--- src/rtl/gate_sweep_ctrl.sv ---
// Sweep controller for a 2-input combinational gate: drives all four input vectors,
// samples the gate output after a settle time, and checks it against a truth table.
// Optional saturating mismatch counter output err_cnt when GATE_SWEEP_ERRCNT_EN is defined.
module gate_sweep_ctrl #(
   parameter int unsigned HOLD_CYCLES = 2,
   parameter logic [3:0]  EXPECT      = 4'b1000
) (
   input  logic       clk,
   input  logic       rst,
   input  logic       start,
   input  logic       dut_y,
   output logic       dut_a,
   output logic       dut_b,
   output logic [1:0] vec_idx,
   output logic       busy,
   output logic       done,
   output logic       pass,
   output logic [3:0] fail_mask
`ifdef GATE_SWEEP_ERRCNT_EN
   ,
   output logic [7:0] err_cnt
`endif
);

   typedef enum logic {
      S_IDLE,
      S_DRIVE
   } state_t;

   localparam logic [7:0] HOLD_LAST = 8'(HOLD_CYCLES - 1);

   state_t     state_q, state_d;
   logic [7:0] cnt_q, cnt_d;
   logic [1:0] k_q, k_d;
   logic       done_q, done_d;
   logic       pass_q, pass_d;
   logic [3:0] mask_q, mask_d;
   logic       sample_miss;

`ifdef GATE_SWEEP_ERRCNT_EN
   logic [7:0] err_q, err_d;
`endif

   assign sample_miss = (dut_y != EXPECT[k_q]);

   // NOTE: every variable gets a default before the case so no path leaves one unassigned (no latches).
   always_comb begin
      state_d = state_q;
      cnt_d   = cnt_q;
      k_d     = k_q;
      done_d  = 1'b0;
      pass_d  = pass_q;
      mask_d  = mask_q;
`ifdef GATE_SWEEP_ERRCNT_EN
      err_d   = err_q;
`endif
      case (state_q)
         S_IDLE: begin
            if (start) begin
               state_d = S_DRIVE;
               cnt_d   = 8'd0;
               k_d     = 2'd0;
               mask_d  = 4'b0000;
               pass_d  = 1'b0;
            end
         end
         S_DRIVE: begin
            if (cnt_q == HOLD_LAST) begin
               if (sample_miss) begin
                  mask_d[k_q] = 1'b1;
`ifdef GATE_SWEEP_ERRCNT_EN
                  if (err_q != 8'hFF) err_d = err_q + 8'd1;
`endif
               end
               cnt_d = 8'd0;
               if (k_q == 2'd3) begin
                  // pass must include the verdict of the last vector sampled at this edge
                  state_d = S_IDLE;
                  k_d     = 2'd0;
                  done_d  = 1'b1;
                  pass_d  = (mask_d == 4'b0000);
               end else begin
                  k_d = k_q + 2'd1;
               end
            end else begin
               cnt_d = cnt_q + 8'd1;
            end
         end
         default: state_d = S_IDLE;
      endcase
   end

   // NOTE: state registers use non-blocking assignments so all flops update together at the edge.
   always_ff @(posedge clk) begin
      if (rst) begin
         state_q <= S_IDLE;
         cnt_q   <= 8'd0;
         k_q     <= 2'd0;
         done_q  <= 1'b0;
         pass_q  <= 1'b0;
         mask_q  <= 4'b0000;
`ifdef GATE_SWEEP_ERRCNT_EN
         err_q   <= 8'd0;
`endif
      end else begin
         state_q <= state_d;
         cnt_q   <= cnt_d;
         k_q     <= k_d;
         done_q  <= done_d;
         pass_q  <= pass_d;
         mask_q  <= mask_d;
`ifdef GATE_SWEEP_ERRCNT_EN
         err_q   <= err_d;
`endif
      end
   end

   // k_q returns to 0 in IDLE, so the gate inputs come straight from flops
   assign dut_a     = k_q[0];
   assign dut_b     = k_q[1];
   assign vec_idx   = k_q;
   assign busy      = (state_q == S_DRIVE);
   assign done      = done_q;
   assign pass      = pass_q;
   assign fail_mask = mask_q;
`ifdef GATE_SWEEP_ERRCNT_EN
   assign err_cnt   = err_q;
`endif

endmodule

--- config.mk ---
export PLATFORM = sky130hd
export DESIGN_NAME = gate_sweep_ctrl
export DESIGN_NICKNAME = d
export VERILOG_FILES = /design/src/rtl/gate_sweep_ctrl.sv
export SDC_FILE = /design/constraint.sdc
export NUM_CORES = 1
export LEC_CHECK = 0
export BUFFER_PORTS_ARGS = -buffer_cell sky130_fd_sc_hd__buf_2
export CAP_MARGIN = 5
export CELL_PAD_IN_SITES_DETAIL_PLACEMENT = 1
export CELL_PAD_IN_SITES_GLOBAL_PLACEMENT = 1
export CORE_ASPECT_RATIO = 1.5
export CORE_UTILIZATION = 35
export CTS_CLUSTER_SIZE = 10
export DETAILED_ROUTE_END_ITERATION = 8
export PLACE_DENSITY_LB_ADDON = 0.1
export SYNTH_ARGS = -nofsm -noshare
export SYNTH_HDL_FRONTEND = slang
export SYNTH_SLANG_ARGS = --single-unit
--- constraint.sdc ---
create_clock -name clk -period 2.3 [get_ports clk]
set_input_delay 0.115 -clock clk [delete_from_list [all_inputs] [get_ports clk]]
set_output_delay 0.115 -clock clk [all_outputs]
set_load 0.01 [all_outputs]
==> results.yml <==
synth:
  synth_ff_type: "dfxtp_1"
  synth.distinct_cells: 35
  yosys_warnings: 0
  muxShareOfSynthArea_pct: 2.13
  syn_avg_cell_area_um2: 8.85
  synth_top_family_by_area: "simple AND/OR/NAND/NOR gates"
  synth_nets: 116
  async_reset_ff_share_pct: 0
  synth_compound_area_share_pct: 19.3
  synth_area_um2: 938
  synthCells: 106
  synthAdderAreaFrac_pct: 8.00
  synth_edf_count: 0
  ys_ff_latch: 17
  yosys-top-cells-area: "dfxtp_1 36%, ha_1 8.0%, a21oi_1 5.9%, nand4_1 4.7%, inv_1 3.2%"
  yosysSeqAreaShare_pct: 36.3
  synth_top_cell_by_area: "dfxtp_1"
  synth_top_area_share_pct: 36.3
  synth_xor_area_share_pct: 1.87
  synth-simple-area-share_pct: 25.1
cts:
  ctsLongestPathBuffers: 2
  cts.htree.levels: 1
  cts.sinks: 17
  tritoncts: "done"
  clkSlewWorstSetupHoldPaths_ns: 0.10
  cts_hold_buf: 0
  post_cts_resized: 0
  cts_buffers: 3
  clock_latency_ns: 0.29
  clock-root-buffer: "clkbuf_4"
  cts_setup_buffers: 0
critical_path:
  crit_type: "register to register"
  startpoint_type: "register"
  crit_arrival_ns: 1.84
  critPathMaxFanout: 17
  worstPathRequired_ns: 2.52
  end_kind: "register"
  reg2regPathDepth: 4
power_and_ir_drop:
  p_switching_mw: 0.145
  power_density_nw_per_um2: 518
  clock_power_share_pct: 29.9
  combPwrFrac_pct: 11.7
  max-vdd-ir-drop_uv: 243
  leakage_nw: 0.413
  internal_power_mw: 0.395
  sw_frac_of_total_pct: 26.9
  p_seq_share_pct: 58.3
grt:
  antenna_found_initial: 0
  grt_overflow: 0
  grt_max_degree: 18
  grt_pass1_wl_um: 3790
  grt_util_all_layers_pct: 17.8
  first_global_vias: 825
worst_hold_path:
  min_path_type: "input pin to register"
  min_path_cells: 3
floorplan:
  coreArea_um2: 2500
  core.rowCount: 22
  fp.dieH_um: 65.4
  start_util_pct: 37.5
  ios: 15
  die_w_um: 44.3
  die_area_um2: 2900
timing:
  slew_headroom_pct: 61.2
  finalCritPeriodShare_pct: 70.4
  period_minus_slack_ns: 1.62
  rsz0062_at_grt: "false"
  finalSetupViolations: 0
  clock_skew_ns: 0.00989
  worstMarginPinSlew_ns: 0.582
  whs_ns: 0.152
  slew_violations: 0
  finalSetupTns_ns: 0
  final_hold_viol_count: 0
  fmax_mhz: 618
drt:
  dr_wl_met2_um: 1180
  top_layer: "met4"
  post-route-drc-count: 0
  via_per_inst: 5.22
  wl_met3_um: 49
  postRouteAntennaNets: 0
  wl_um: 2120
  drtIter0Drc: 7
  wl_per_cell_um: 13.6
  route.vias.total: 809
  dr.pass1.iters: 4
  met1Wirelength_um: 866
final_layout:
  areaGrowthSynthToFinish_pct: 10.9
  antenna_cells: 0
  fin_util_pct: 41.6
  layout_common_cells: "17 x dfxtp_1, 14 x buf_2, 11 x a21oi_1"
  layout-drive-gt1-share_pct: 18.5
  fill_cells: 318
  final_common_cell: "dfxtp_1"
  multi_input_area_um2: 529
  ff_latch_area_um2: 340
  nNetsFinal: 130
placement:
  portBuffers: 14
  dp_hpwl_um: 1670
  gp_congestion: 0.775
job:
  cap_violations: 0
run_status:
  status: "finished, final reports clean"
power by group through the flow:
stage                     registers, mW  logic (mW)  clock network (mW)
after global routing              0.317      0.0722               0.178
after detailed placement          0.322      0.0646                   0
after global placement            0.321      0.0634                   0
after floorplan                   0.317      0.0525                   0
after CTS                         0.315      0.0650               0.169
final                             0.315      0.0633               0.161
metal layers:
metal  vias to the layer above  track usage (%)
li1                        405                -
met4                         0             9.09
met2                         9             32.0
met3                         2             1.65
met1                       393             20.0
met5                         -                0
flip-flops by register name (all words and copies together) (netlist names):
| register | cells |
|---|---|
| vec_idx | 2 |
| pass | 1 |
| done | 1 |
| fail_mask | 4 |
| cnt_q | 8 |
| busy | 1 |
kinds of logic (layout without fill, tap and decap cells):
| kind of cell | after synthesis | in the layout |
|---|---|---|
| AND/OR/NAND/NOR | 40 | 40 |
| AO/OA/AOI/OAI | 26 | 26 |
| flip-flops | 17 | 17 |
| buffers and inverters | 13 | 26 |
| adder cells (fa/ha/maj) | 6 | 6 |
| XOR/XNOR | 2 | 2 |
| multiplexers | 2 | 2 |
worst max-delay path, stage by stage (launching register included):
cell     delay, ns
dfxtp_1       0.70
inv_1         0.22
a21oi_1       0.34
o21ai_0       0.15
a21oi_1       0.15
cell type report:
cell class,count,share of cell area [%]
Tap cell,36,4.33
Inverter,8,2.88
Timing Repair Buffer,14,6.73
Sequential cell,17,32.7
Clock buffer,4,2.52
Multi-Input combinational cell,76,50.8
metrics by stage:
step,worst slack (ns),instances,instance area (µm²),power (mW)
after floorplan,0.911,106,938,0.369
after global placement,0.700,151,1010,0.384
after detailed placement,0.668,151,1010,0.386
after CTS,0.633,155,1040,0.549
after global routing,0.385,155,1040,0.568
final,0.681,155,1040,0.539
worst paths after layout:
| check | startpoint | to | slack [ns] |
|---|---|---|---|
| max | busy | vec_idx[1] | 0.68 |
| min | dut_y | fail_mask[3] | 0.15 |
| max reg2reg | busy | vec_idx[1] | 0.68 |
| min reg2reg | fail_mask[1] | fail_mask[1] | 0.47 |
cell usage after synthesis (all sizes together) (2+ instances only):
master,n
nor2,7
a21o,2
o21ai,4
a22o,2
nand4,7
dfxtp,17
a31oi,2
mux2i,2
and2,2
nand3b,2
buf,4
a21oi,11
nor3,3
nand3,3
ha,6
nand2,8
inv,8
nand2b,3
or3,2
No activity file was read; power rests on OpenSTA's default activity.
